### config.mk
export PLATFORM = sky130hd
export DESIGN_NAME = sky130_ef_ip__xtal_osc_ctrl_flat
export DESIGN_NICKNAME = d
export VERILOG_FILES = /design/src/rtl/sky130_ef_ip__xtal_osc_ctrl_if.sv /design/src/rtl/sky130_ef_ip__xtal_osc_ctrl.sv /design/src/flat_wrapper.sv
export SDC_FILE = /design/constraint.sdc
export NUM_CORES = 1
export LEC_CHECK = 0
export BUFFER_PORTS_ARGS = -buffer_cell sky130_fd_sc_hd__buf_2
export CAP_MARGIN = 20
export CELL_PAD_IN_SITES_DETAIL_PLACEMENT = 0
export CELL_PAD_IN_SITES_GLOBAL_PLACEMENT = 1
export CORE_ASPECT_RATIO = 1.75
export CORE_MARGIN = 1
export CORE_UTILIZATION = 35
export DETAILED_ROUTE_END_ITERATION = 12
export PLACE_DENSITY = 0.67
export SYNTH_ARGS = -nofsm -noshare
export SYNTH_HDL_FRONTEND = slang
export SYNTH_SLANG_ARGS = --single-unit
export TNS_END_PERCENT = 10
### constraint.sdc
create_clock -name clk -period 2.6 [get_ports clk]
set_input_delay 0.52 -clock clk [delete_from_list [all_inputs] [get_ports clk]]
set_output_delay 0.52 -clock clk [all_outputs]
set_load 0.01 [all_outputs]
### src/rtl/sky130_ef_ip__xtal_osc_ctrl_if.sv
// Signal bundle between the crystal supervisor and its host/oscillator side.
// master: drives en and xtal_dout, observes status; slave: the controller.
interface sky130_ef_ip__xtal_osc_ctrl_if;
    logic       en;
    logic       xtal_dout;
    logic       osc_ena;
    logic       osc_boost;
    logic       ready;
    logic       fail;
    logic [2:0] state;
    logic [1:0] retry_cnt;
    logic       edge_tick;
    logic       div_tick;

    modport master (
        output en, xtal_dout,
        input  osc_ena, osc_boost, ready, fail,
        input  state, retry_cnt, edge_tick, div_tick
    );

    modport slave (
        input  en, xtal_dout,
        output osc_ena, osc_boost, ready, fail,
        output state, retry_cnt, edge_tick, div_tick
    );
endinterface

### src/rtl/sky130_ef_ip__xtal_osc_ctrl.sv
// Start-up / supervisor controller for the 32 kHz crystal oscillator macro.
// Ports: clk, rst_n (sync, active-low), bus (slave): en, xtal_dout in;
// osc_ena, osc_boost, ready, fail, state, retry_cnt, edge_tick, div_tick out.
module sky130_ef_ip__xtal_osc_ctrl #(
    parameter int CNT_W       = 24,
    parameter int BOOST_CYC   = 100000,
    parameter int MIN_PER     = 250,
    parameter int MAX_PER     = 360,
    parameter int GOOD_EDGES  = 8,
    parameter int STARTUP_TMO = 10000000,
    parameter int RETRIES     = 2,
    parameter int DIV         = 32768
) (
    input  logic                          clk,
    input  logic                          rst_n,
    sky130_ef_ip__xtal_osc_ctrl_if.slave  bus
);

    localparam int PER_W  = $clog2(MAX_PER + 2);
    localparam int GOOD_W = $clog2(GOOD_EDGES + 1);
    localparam int DIV_W  = (DIV > 1) ? $clog2(DIV) : 1;
    localparam int R_SAT  = (RETRIES > 3) ? 3 : RETRIES;

    localparam logic [PER_W-1:0]  P_MIN  = PER_W'(MIN_PER);
    localparam logic [PER_W-1:0]  P_MAX  = PER_W'(MAX_PER);
    localparam logic [PER_W-1:0]  P_SAT  = PER_W'(MAX_PER + 1);
    localparam logic [CNT_W-1:0]  T_BST  = CNT_W'(BOOST_CYC - 1);
    localparam logic [CNT_W-1:0]  T_TMO  = CNT_W'(STARTUP_TMO - 1);
    localparam logic [GOOD_W-1:0] G_LAST = GOOD_W'(GOOD_EDGES - 1);
    localparam logic [1:0]        R_MAX  = 2'(R_SAT);
    localparam logic [DIV_W-1:0]  D_TOP  = DIV_W'(DIV - 1);

    typedef enum logic [2:0] {
        S_OFF    = 3'd0,
        S_BOOST  = 3'd1,
        S_SETTLE = 3'd2,
        S_RUN    = 3'd3,
        S_FAIL   = 3'd4
    } state_t;

    state_t            st, st_n;
    logic              sync1, sync2, sync3, rise;
    logic [PER_W-1:0]  per;
    logic [CNT_W-1:0]  tmr, tmr_n;
    logic [GOOD_W-1:0] good, good_n;
    logic              armed, armed_n;
    logic [1:0]        rcnt, rcnt_n;
    logic [DIV_W-1:0]  dcnt;
    logic              ena_q, boost_q, ready_q, fail_q;
    logic              legal, lost, afail, etick;

    // Synchroniser, edge detect and period measurement. per saturates one
    // past the legal window so a missing edge is a single compare.
    always_ff @(posedge clk) begin
        if (!rst_n) begin
            sync1 <= 1'b0;
            sync2 <= 1'b0;
            sync3 <= 1'b0;
            rise  <= 1'b0;
            per   <= '0;
        end else begin
            sync1 <= bus.xtal_dout;
            sync2 <= sync1;
            sync3 <= sync2;
            rise  <= sync2 & ~sync3;
            if (rise)
                per <= '0;
            else if (per != P_SAT)
                per <= per + 1'b1;
        end
    end

    assign legal = rise && (per >= P_MIN) && (per <= P_MAX);
    assign lost  = (per == P_SAT) || (rise && (per < P_MIN));
    assign etick = (st == S_RUN) && legal;

    always_comb begin
        st_n    = st;
        tmr_n   = tmr;
        good_n  = good;
        armed_n = armed;
        rcnt_n  = rcnt;
        afail   = 1'b0;
        unique case (st)
            S_OFF: begin
                tmr_n   = '0;
                good_n  = '0;
                armed_n = 1'b0;
                if (bus.en)
                    st_n = S_BOOST;
            end
            S_BOOST: begin
                good_n  = '0;
                armed_n = 1'b0;
                if (tmr == T_BST) begin
                    st_n  = S_SETTLE;
                    tmr_n = '0;
                end else begin
                    tmr_n = tmr + 1'b1;
                end
            end
            S_SETTLE: begin
                tmr_n = tmr + 1'b1;
                // The first edge only arms the period counter.
                if (rise) begin
                    if (!armed)
                        armed_n = 1'b1;
                    else if (legal)
                        good_n = good + 1'b1;
                    else
                        good_n = '0;
                end
                // Qualification beats a same-cycle timeout.
                if (rise && armed && legal && good == G_LAST)
                    st_n = S_RUN;
                else if (tmr == T_TMO)
                    afail = 1'b1;
            end
            S_RUN: begin
                if (lost)
                    afail = 1'b1;
            end
            S_FAIL: begin
            end
            default: st_n = S_OFF;
        endcase

        if (afail) begin
            tmr_n   = '0;
            good_n  = '0;
            armed_n = 1'b0;
            if (rcnt < R_MAX) begin
                rcnt_n = rcnt + 1'b1;
                st_n   = S_BOOST;
            end else begin
                st_n = S_FAIL;
            end
        end

        // Dropping the request overrides every other event.
        if (!bus.en) begin
            st_n   = S_OFF;
            rcnt_n = '0;
        end
    end

    always_ff @(posedge clk) begin
        if (!rst_n) begin
            st      <= S_OFF;
            tmr     <= '0;
            good    <= '0;
            armed   <= 1'b0;
            rcnt    <= '0;
            dcnt    <= '0;
            ena_q   <= 1'b0;
            boost_q <= 1'b0;
            ready_q <= 1'b0;
            fail_q  <= 1'b0;
        end else begin
            st      <= st_n;
            tmr     <= tmr_n;
            good    <= good_n;
            armed   <= armed_n;
            rcnt    <= rcnt_n;
            ena_q   <= st_n inside {S_BOOST, S_SETTLE, S_RUN};
            boost_q <= (st_n == S_BOOST);
            ready_q <= (st_n == S_RUN);
            fail_q  <= (st_n == S_FAIL);
            if (st != S_RUN || !bus.en)
                dcnt <= '0;
            else if (etick)
                dcnt <= (dcnt == D_TOP) ? '0 : dcnt + 1'b1;
        end
    end

    assign bus.osc_ena   = ena_q;
    assign bus.osc_boost = boost_q;
    assign bus.ready     = ready_q;
    assign bus.fail      = fail_q;
    assign bus.state     = st;
    assign bus.retry_cnt = rcnt;
    assign bus.edge_tick = etick;
    assign bus.div_tick  = etick && (dcnt == D_TOP);

endmodule
### src/flat_wrapper.sv
// flat-port wrapper written by rule: the top's interface ports become plain ports
module sky130_ef_ip__xtal_osc_ctrl_flat 
#(
    parameter int CNT_W       = 24,
    parameter int BOOST_CYC   = 100000,
    parameter int MIN_PER     = 250,
    parameter int MAX_PER     = 360,
    parameter int GOOD_EDGES  = 8,
    parameter int STARTUP_TMO = 10000000,
    parameter int RETRIES     = 2,
    parameter int DIV         = 32768
)
  (clk, rst_n, bus_en, bus_xtal_dout, bus_osc_ena, bus_osc_boost, bus_ready, bus_fail, bus_state, bus_retry_cnt, bus_edge_tick, bus_div_tick);
  sky130_ef_ip__xtal_osc_ctrl_if bus_i ();
  input  logic clk;
  input  logic rst_n;
  input wire logic [$bits(bus_i.en)-1:0] bus_en;
  input wire logic [$bits(bus_i.xtal_dout)-1:0] bus_xtal_dout;
  output wire logic [$bits(bus_i.osc_ena)-1:0] bus_osc_ena;
  output wire logic [$bits(bus_i.osc_boost)-1:0] bus_osc_boost;
  output wire logic [$bits(bus_i.ready)-1:0] bus_ready;
  output wire logic [$bits(bus_i.fail)-1:0] bus_fail;
  output wire logic [$bits(bus_i.state)-1:0] bus_state;
  output wire logic [$bits(bus_i.retry_cnt)-1:0] bus_retry_cnt;
  output wire logic [$bits(bus_i.edge_tick)-1:0] bus_edge_tick;
  output wire logic [$bits(bus_i.div_tick)-1:0] bus_div_tick;
  assign bus_i.en = bus_en;
  assign bus_i.xtal_dout = bus_xtal_dout;
  assign bus_osc_ena = bus_i.osc_ena;
  assign bus_osc_boost = bus_i.osc_boost;
  assign bus_ready = bus_i.ready;
  assign bus_fail = bus_i.fail;
  assign bus_state = bus_i.state;
  assign bus_retry_cnt = bus_i.retry_cnt;
  assign bus_edge_tick = bus_i.edge_tick;
  assign bus_div_tick = bus_i.div_tick;
  sky130_ef_ip__xtal_osc_ctrl #(.CNT_W(CNT_W), .BOOST_CYC(BOOST_CYC), .MIN_PER(MIN_PER), .MAX_PER(MAX_PER), .GOOD_EDGES(GOOD_EDGES), .STARTUP_TMO(STARTUP_TMO), .RETRIES(RETRIES), .DIV(DIV)) u_core (.clk(clk), .rst_n(rst_n), .bus(bus_i));
endmodule
==> results.txt, run 1 <==
Outcome -> finished clean
Post-synthesis adder-cell area fraction -> 2.43%
Post-Synth Simple-Gate Area -> 30.4%
Fillers -> 867
Via count -> 2,628
Pleak -> 1.21 nW
Top Ports -> 15
Max stage delay cell, worst path -> a2111oi_4
Max VDD drop -> 0.383 mV
Clock Sinks -> 66
Seq/Total Area, Yosys -> 42.8%
Hold crit path type -> reg -> reg
Die Span X -> 73.0 µm
Fin cells -> 517
Routed WL -> 6910 µm
EDFF count, synth -> 0
Final worst path period need -> 2.52 ns
Area of the multi-input gates -> 0.00170 mm²
DP HPWL -> 5120 µm
Routed Antenna Nets -> 0
Avg Cell Area, Syn -> 8.39 µm²
Setup violators final -> 0
Gr usage total -> 16.7%
Final Worst Setup Slack -> 0.0836 ns
Core area -> 0.00861 mm²
Largest family of logic cells by synthesized area -> simple AND/OR/NAND/NOR gates
Mapped Cells -> 368
Fin. max-slew vios -> 0
Synth Area in XOR/XNOR -> 8.23%
CP Capture Type -> primary output
Global-route wire length before repair -> 11,600 µm
Cells on Worst Hold Path -> 1
Port-buffer cells -> 14
Synth Area in Compound Gates -> 12.0%
Yosys Warn Count -> 0
GRT Residual Overflow -> 0
Final hold violations -> 0
Nature of the critical path startpoint -> register
Pin count of the biggest net entering global routing -> 23
Rows -> 45
Tcrit/Tclk final -> 96.8%
Synthesized area -> 0.00309 mm²
Remaining DRCs -> 0
H-tree level count -> 3
Iteration-0 DRC Markers -> 114
Multiplexer share of the synthesized area -> 1.34%
Pwr Density -> 621 mW/mm²
Placed cells -> 498
Iteration count of the initial detailed-routing pass -> 4
Critical path class -> reg -> out
CP arrival -> 2.00 ns
RSZ-0062 raised after global routing -> yes
Dpl cell area -> 0.00334 mm²
CTS tree -> done
Root buf cell -> clkbuf_16
GP Congestion -> 0.780
Reg area -> 0.00133 mm²
Async SR Flop Fraction -> 0%
Initial antenna violation count -> 0
Via count of the first global-routing pass -> 2,542
Fmax -> 397 MHz
Worst slack at placement -> 0.160 ns
Deepest clock path buffer count -> 2
Wire per inst -> 13.4 µm
Pin slew with the least headroom to its limit -> 0.484 ns
DR vias/cell -> 5.08
CTS Hold Bufs -> 0
Fin Hold WS -> 0.389 ns
Slew HR -> 67.4%
CTS buffer count -> 9
Worst-path cell chain -> nor4b_4, a32oi_2, a2111oi_4, nand3_2, nor2_1, buf_2
CP Max Fanout -> 5
Setup TNS -> 0 ns
# diodes -> 0
Crit path required time -> 2.08 ns
Clock transition at path regs -> 0.06 ns
Layout cells sized above 1 -> 14.8%
Die Y-Extent -> 126 µm
Syn nets -> 378
Clock skew -> 0.00761 ns
FF+latch count, synth -> 66
R2r worst-path depth -> 9
Max-Cap Viols -> 0
Ys flop type -> dfxtp_1
Final instance area -> 0.00370 mm²
Die Area -> 0.00922 mm²
Area Growth Syn to Fin -> 19.8%
Initial Util -> 35.8%
Clk Latency, worst-skew pair -> 0.33 ns
Unique masters post-synth -> 51
CP peak stage delay -> 0.43 ns
Nets@finish -> 405
[through the flow]
stage          power (mW)  utilization, %
5_1_grt              2.39            42.9
4_1_cts              2.34            42.7
3_5_place_dp         1.10            38.8
2_1_floorplan        1.08               -
3_3_place_gp         1.10            38.8
6_report             2.30            42.9
[state kept, by name, summed over array words and instances (netlist names)]
register / count
u_core.armed: 1
u_core.bus.fail: 1
u_core.bus.osc_boost: 1
u_core.bus.osc_ena: 1
u_core.bus.ready: 1
u_core.bus.retry_cnt: 2
u_core.bus.state: 3
u_core.dcnt: 15
u_core.good: 4
u_core.per: 9
u_core.rise: 1
u_core.sync1: 1
u_core.sync2: 1
u_core.sync3: 1
u_core.tmr: 24
[power by group]
group / total [mW] / switching (mW) / internal (mW)
combinational: 0.0507 / 0.0300 / 0.0207
clock: 1.22 / 0.469 / 0.747
sequential: 1.03 / 0.00914 / 1.02
[kinds of logic (layout without fill, tap and decap cells)]
logic type,count (synthesis),count (layout)
AND/OR/NAND/NOR,185,185
multiplexers,4,4
AO/OA/AOI/OAI,57,57
adder cells (fa/ha/maj),6,6
XOR/XNOR,29,29
flip-flops,66,66
buffers and inverters,21,53
[layout make-up]
class | instances | share of cell area [%]
clock buffers | 9 | 6.09
clock inverters | 7 | 2.13
inverters | 10 | 1.01
multi-input cells | 281 | 45.8
flip-flops and latches | 66 | 35.9
well taps | 117 | 3.96
repair buffers | 27 | 5.04
[per-layer routing]
layer	track usage (%)	vias to the layer above	share of wire (%)
met4	9.46	0	2.4
met3	2.64	11	2.5
met1	17.1	1232	40
li1	-	1347	-
met5	0	-	0
met2	30.7	38	55
[synth_stat cells (all sizes together) (2+ instances only)]
library cell  instances  area (µm²)
o22ai                 2        12.5
nor4b                 3        32.5
nor3b                 2        15.0
nor4                  3        18.8
nand2                31         116
or3                  14        88.8
and3                  3        18.8
ha                    6        75.1
a21o                  2        15.0
dfxtp                66        1320
mux2i                 3        30.0
a211o                 2        18.8
and2                  5        31.3
buf                   5        27.5
o21ai                15        75.1
a21oi                18        90.1
nor3                 10        50.1
and4b                 2        20.0
a31oi                 2        12.5
o31ai                 2        15.0
or2                   3        18.8
nand3                19         100
nor2b                 6        37.5
nand2b                3        18.8
nand3b                3        22.5
nand4                12        75.1
and4                  3        27.5
o211ai                3        22.5
clkbuf                6        22.5
a22oi                 2        15.0
o21a                  2        15.0
nor2                 61         229
xor2                 12         105
inv                  10        37.5
xnor2                17         149
[critical path, delay by kind of cell, from the launching register on]
kind                   cells  cell delay [ns]
buffers and inverters      1             0.14
AOI/OAI and AO/OA          2             0.62
and+or+nand+nor            3             0.55
DFF                        1             0.37
[repair_timing]
action                     4_1_cts  5_1_grt
buffers inserted                 2        2
pin swaps                        2        3
setup endpoints to repair        2        3
resized for setup                3        5
[final timing paths]
path	start	endpoint	slack (ns)
max reg2reg	u_core.per[7]	u_core.dcnt[5]	0.15
min	u_core.sync3	u_core.rise	0.39
max	u_core.per[7]	bus_div_tick	0.08
min reg2reg	u_core.sync3	u_core.rise	0.39
[cell usage in the layout (no fill, tap or decap), drive strengths merged, types with 5 or more instances in the layout]
cell type   n
xnor2      17
ha          6
or3        14
inv        11
buf        27
nand3      19
nor3       10
nand4      12
xor2       12
a21oi      18
dfxtp      66
o21ai      15
nor2b       6
nor2       61
nand2      31
clkbuf      9
and2        5
Note: power is estimated with default switching activity, not from simulation.
==> inputs of run 2 (changes only) <==
BUFFER_PORTS_ARGS = -buffer_cell sky130_fd_sc_hd__buf_4   (was -buffer_cell sky130_fd_sc_hd__buf_2)
CORE_UTILIZATION = 30   (was 35)
PLACE_DENSITY = 0.6   (was 0.67)
==> results.txt, run 2 (synthesized netlist as in run 1, its figures left out) <==
Fillers -> 1,043 (was 867)
Die Area -> 0.0107 mm² (was 0.00922 mm²)
Area Growth Syn to Fin -> 21.6% (was 19.8%)
Port-buffer cells -> 14 (unchanged)
Fin Hold WS -> 0.384 ns (was 0.389 ns)
DP HPWL -> 5480 µm (was 5120 µm)
Gr usage total -> 15.3% (was 16.7%)
Fmax -> 399 MHz (was 397 MHz)
Clock skew -> 0.00528 ns (was 0.00761 ns)
Max-Cap Viols -> 0 (unchanged)
Pwr Density -> 613 mW/mm² (was 621 mW/mm²)
Setup violators final -> 0 (unchanged)
Total chip power -> 2.30 mW (about the same)
Iteration-0 DRC Markers -> 116 (was 114)
CP Max Fanout -> 5 (unchanged)
Final hold violations -> 0 (unchanged)
Iteration count of the initial detailed-routing pass -> 4 (unchanged)
CTS buffer count -> 9 (unchanged)
Critical path class -> reg -> out (unchanged)
Core area -> 0.00991 mm² (was 0.00861 mm²)
Nets@finish -> 407 (was 405)
Fin. max-slew vios -> 0 (unchanged)
Final worst path period need -> 2.51 ns (was 2.52 ns)
Via count of the first global-routing pass -> 2,512 (was 2,542)
Commonest cells after routing, fill and taps aside -> 63 x dfxtp_1, 60 x nor2_1, 31 x nand2_1 (was 62 x dfxtp_1, 61 x nor2_1, 31 x nand2_1)
H-tree level count -> 3 (unchanged)
Largest Register -> u_core.tmr (unchanged)
Root buf cell -> clkbuf_16 (unchanged)
CP Capture Type -> primary output (unchanged)
Routed Antenna Nets -> 0 (unchanged)
Remaining DRCs -> 0 (unchanged)
Rows -> 48 (was 45)
Global-route wire length before repair -> 12,200 µm (was 11,600 µm)
Clk Latency, worst-skew pair -> 0.33 ns (about the same)
Initial antenna violation count -> 0 (unchanged)
RSZ-0062 raised after global routing -> yes (unchanged)
Layout cells sized above 1 -> 15.4% (was 14.8%)
Pin count of the biggest net entering global routing -> 23 (unchanged)
Hold crit path type -> reg -> reg (unchanged)
DR vias/cell -> 4.90 (was 5.08)
Pleak -> 1.23 nW (was 1.21 nW)
Largest registers -> u_core.tmr x24, u_core.dcnt x15, u_core.per x9 (unchanged)
Routed WL -> 7480 µm (was 6910 µm)
CP arrival -> 1.99 ns (was 2.00 ns)
Cells on Worst Hold Path -> 1 (unchanged)
Top Ports -> 15 (unchanged)
GRT Residual Overflow -> 0 (unchanged)
Tcrit/Tclk final -> 96.5% (was 96.8%)
Slew HR -> 67.9% (was 67.4%)
Max FFs per register -> 24 (unchanged)
Nature of the critical path startpoint -> register (unchanged)
CTS tree -> done (unchanged)
Clock Sinks -> 66 (unchanged)
Via count -> 2,584 (was 2,628)
GP Congestion -> 0.769 (was 0.780)
Wire per inst -> 14.2 µm (was 13.4 µm)
Pin slew with the least headroom to its limit -> 0.477 ns (was 0.484 ns)
Deepest clock path buffer count -> 2 (unchanged)
R2r worst-path depth -> 7 (was 9)
Fin util -> 37.9% (was 42.9%)
CTS Hold Bufs -> 0 (unchanged)
Most common cell after layout, fill and taps aside -> dfxtp_1 (unchanged)
Die Y-Extent -> 136 µm (was 126 µm)
Die Span X -> 78.7 µm (was 73.0 µm)
Clock transition at path regs -> 0.06 ns (about the same)
Outcome -> finished clean (unchanged)
Max VDD drop -> 0.361 mV (was 0.383 mV)
Initial Util -> 31.2% (was 35.8%)
# diodes -> 0 (unchanged)
Crit path required time -> 2.08 ns (about the same)
run 2: power by group:
group          switching (mW)  total [mW]  internal (mW)
clock                   0.469        1.22          0.748
combinational          0.0329      0.0575         0.0246
sequential            0.00747        1.03           1.02
run 2: metrics by stage:
step	setup WS [ns]	std cells	instance area, µm²	TNS [ns]
after floorplan	0.131	368	3090	0
after global placement	0.235	507	3390	0
after detailed placement	0.192	507	3390	0
after CTS	0.0519	524	3710	0
after global routing	-0.0304	527	3750	-0.0304
final	0.0919	527	3750	0
run 2: final cells by class:
cell class	count	area, µm²	area share [%]
Clock buffer	9	225	6.00
Clock inverter	7	76.3	2.03
Inverter	10	37.5	1.00
Multi-Input combinational cell	281	1700	45.3
Sequential cell	66	1330	35.4
Tap cell	125	156	4.17
Timing Repair Buffer	29	230	6.13
run 2: per-layer routing:
metal	share of wire [%]	track usage, %
met1	39	14.5
met2	56	29.1
met3	2.0	3.09
met4	3.1	9.67
met5	0	0
run 2: path summary, 6_finish.rpt:
path              slack [ns]        endpoint           from
hold / removal          0.38     u_core.rise   u_core.sync3
setup reg to reg        0.23  u_core.tmr[23]  u_core.per[4]
hold reg to reg         0.38     u_core.rise   u_core.sync3
setup / recovery        0.09    bus_div_tick  u_core.per[4]
run 2: worst max-delay path, cell delays in order, from the launching register on:
cell       delay (ns)
dfxtp_4          0.36
nor4b_4          0.31
a32oi_2          0.18
a2111oi_4        0.44
nand3_2          0.15
nor2_2           0.09
buf_4            0.12
run 2: timing repair:
action	4_1_cts	5_1_grt
pin swaps	2	5
gates resized for setup	2	6
setup endpoints to repair	1	11
setup buffers	1	3
==> inputs of run 3 (changes only) <==
ABC_AREA = 1   (was not set)
PLACE_DENSITY = 0.62   (was 0.6)
==> results.txt, run 3 <==
Via count of the first global-routing pass -> 3,147 (was 2,512)
Pin count of the biggest net entering global routing -> 24 (was 23)
Die Span X -> 82.9 µm (was 78.7 µm)
CTS buffer count -> 9 (unchanged)
Async SR Flop Fraction -> 0% (unchanged)
Max-Cap Viols -> 0 (unchanged)
Synthesized area -> 0.00344 mm² (was 0.00309 mm²)
Largest Register -> u_core.tmr (unchanged)
Nets@finish -> 531 (was 407)
Clock transition at path regs -> 0.05 ns (was 0.06 ns)
Initial Util -> 30.8% (was 31.2%)
Routed Antenna Nets -> 0 (unchanged)
GRT Residual Overflow -> 0 (unchanged)
Die Y-Extent -> 144 µm (was 136 µm)
Ys flop type -> dfxtp_1 (unchanged)
Total chip power -> 2.42 mW (was 2.30 mW)
DP HPWL -> 6650 µm (was 5480 µm)
Top cells by count, synth -> 110 x nand2_1, 70 x nor2_1, 66 x dfxtp_1 (was 66 x dfxtp_1, 61 x nor2_1, 31 x nand2_1)
Routed WL -> 8650 µm (was 7480 µm)
Mapped Cells -> 497 (was 368)
Crit path required time -> 2.08 ns (about the same)
Dpl cell area -> 0.00369 mm² (was 0.00339 mm²)
Final hold violations -> 0 (unchanged)
Global-route wire length before repair -> 14,500 µm (was 12,200 µm)
Area Growth Syn to Fin -> 17.5% (was 21.6%)
Yosys Warn Count -> 0 (unchanged)
CP startpoint -> u_core.per[6] (was u_core.per[4])
Deepest clock path buffer count -> 2 (unchanged)
H-tree level count -> 3 (unchanged)
R2R Path End -> u_core.tmr[8] (was u_core.tmr[23])
Remaining DRCs -> 0 (unchanged)
Iteration-0 DRC Markers -> 104 (was 116)
Slew HR -> 61.1% (was 67.9%)
Initial antenna violation count -> 0 (unchanged)
DR vias/cell -> 4.82 (was 4.90)
Core area -> 0.0112 mm² (was 0.00991 mm²)
Nature of the critical path startpoint -> register (unchanged)
Hold crit path type -> in -> reg (was reg -> reg)
Fin. max-slew vios -> 0 (unchanged)
Wire per inst -> 13.2 µm (was 14.2 µm)
Layout cells sized above 1 -> 12.2% (was 15.4%)
Worst slack at placement -> 0.436 ns (was 0.192 ns)
CP Capture Type -> primary output (unchanged)
Unique masters post-synth -> 33 (was 51)
CTS tree -> done (unchanged)
Avg Cell Area, Syn -> 6.92 µm² (was 8.39 µm²)
R2r worst-path depth -> 9 (was 7)
Reg-to-reg slack, setup -> 0.54 ns (was 0.23 ns)
Fin cells -> 657 (was 527)
Pwr Density -> 598 mW/mm² (was 613 mW/mm²)
Critical path class -> reg -> out (unchanged)
FF+latch count, synth -> 66 (unchanged)
Rows -> 51 (was 48)
Final instance area -> 0.00404 mm² (was 0.00375 mm²)
Synth area leader -> dfxtp_1 (unchanged)
EDFF count, synth -> 0 (unchanged)
Commonest cells after routing, fill and taps aside -> 109 x nand2_1, 69 x nor2_1, 64 x inv_1 (was 63 x dfxtp_1, 60 x nor2_1, 31 x nand2_1)
Fin Hold WS -> 0.371 ns (was 0.384 ns)
Setup TNS -> 0 ns (unchanged)
# diodes -> 0 (unchanged)
Leading post-synthesis cells by cell area -> dfxtp_1 38%, nand2_1 12%, nor2_1 7.6%, inv_1 7.0%, nand3_1 4.9% (was dfxtp_1 43%, nor2_1 7.4%, xnor2_1 4.8%, nand2_1 3.8%, xor2_1 3.4%)
Pleak -> 1.55 nW (was 1.23 nW)
Clock skew -> 0.00520 ns (was 0.00528 ns)
Port-buffer cells -> 14 (unchanged)
CTS Hold Bufs -> 0 (unchanged)
Via count -> 3,169 (was 2,584)
Max FFs per register -> 24 (unchanged)
Root buf cell -> clkbuf_16 (unchanged)
Gr usage total -> 15.6% (was 15.3%)
Clock Sinks -> 66 (unchanged)
Worst setup path end -> bus_div_tick (unchanged)
CP arrival -> 1.93 ns (was 1.99 ns)
Largest registers -> u_core.tmr x24, u_core.dcnt x15, u_core.per x9 (unchanged)
Final Worst Setup Slack -> 0.149 ns (was 0.0919 ns)
Most frequent cell after synthesis -> nand2_1 (was dfxtp_1)
Clk Latency, worst-skew pair -> 0.33 ns (about the same)
Pin slew with the least headroom to its limit -> 0.583 ns (was 0.477 ns)
Outcome -> finished clean (unchanged)
Final worst path period need -> 2.45 ns (was 2.51 ns)
Top Ports -> 15 (unchanged)
Tcrit/Tclk final -> 94.3% (was 96.5%)
Most common cell after layout, fill and taps aside -> nand2_1 (was dfxtp_1)
GP Congestion -> 0.847 (was 0.769)
RR Startpoint -> u_core.per[6] (was u_core.per[4])
Fillers -> 1,236 (was 1,043)
Iteration count of the initial detailed-routing pass -> 4 (unchanged)
Fmax -> 408 MHz (was 399 MHz)
Max VDD drop -> 0.377 mV (was 0.361 mV)
Setup violators final -> 0 (unchanged)
Seq/Total Area, Yosys -> 38.4% (was 42.8%)
CP Max Fanout -> 5 (unchanged)
Syn nets -> 507 (was 378)
Yosys top cell area share -> 38.4% (was 42.8%)
Fin util -> 36.2% (was 37.9%)
Die Area -> 0.0119 mm² (was 0.0107 mm²)
Placed cells -> 640 (was 507)
[run 3: repair_timing]
item	in CTS	in global routing
gates resized for setup	0	8
setup buffers	0	2
setup endpoints to repair	0	1
[run 3: kinds of logic after synthesis]
| group | synth area share (%) |
|---|---|
| and+or+nand+nor | 36.8 |
| buffers and inverters | 8.41 |
| DFF | 38.4 |
| AOI/OAI and AO/OA | 8.59 |
| xor gates and xnor gates | 5.60 |
| adders and majority gates | 2.18 |
[run 3: area by class of cell]
class	count	area (µm²)	share of cell area, %
Multi-Input combinational cell	359	1840	45.6
Clock inverter	2	60.1	1.49
Sequential cell	66	1330	32.8
Clock buffer	13	260	6.44
Timing Repair Buffer	18	135	3.34
Tap cell	132	165	4.09
Inverter	67	251	6.22
[run 3: report_power, final]
| group | internal [mW] | leakage (nW) | switching [mW] | total [mW] |
|---|---|---|---|---|
| Combinational | 0.0210 | 0.854 | 0.0402 | 0.0612 |
| Clock | 0.887 | 0.156 | 0.437 | 1.32 |
| Sequential | 1.02 | 0.536 | 0.00828 | 1.03 |
| Total | 1.93 | 1.55 | 0.485 | 2.42 |
[run 3: per-layer routing]
layer | vias to the layer above | GRT usage (%) | wire length [µm]
met5 | - | 0 | 0
li1 | 1650 | - | -
met4 | 0 | 9.26 | 318
met3 | 23 | 3.50 | 256
met2 | 50 | 29.6 | 4660
met1 | 1446 | 15.4 | 3410
[run 3: how the worst min path moves through the flow]
stage,startpoint,to,slack (ns),depth (start not counted)
finish,bus_xtal_dout,u_core.sync1,0.37,3
global route,bus_xtal_dout,u_core.sync1,0.37,3
CTS,bus_xtal_dout,u_core.sync1,0.36,3
detailed placement,u_core.sync3,u_core.rise,0.38,1
global placement,u_core.sync3,u_core.rise,0.37,1
floorplan,u_core.sync3,u_core.rise,0.37,1
[run 3: critical path: stages (launching register included)]
cell and delay, ns:
dfxtp_1 0.36, nand2_1 0.11, nor2_1 0.12, nand2_1 0.09
a21oi_2 0.20, nand3_2 0.11, inv_2 0.07, nand2_1 0.11
nor3_2 0.13, nand2_1 0.07, nor2_1 0.10, buf_4 0.13
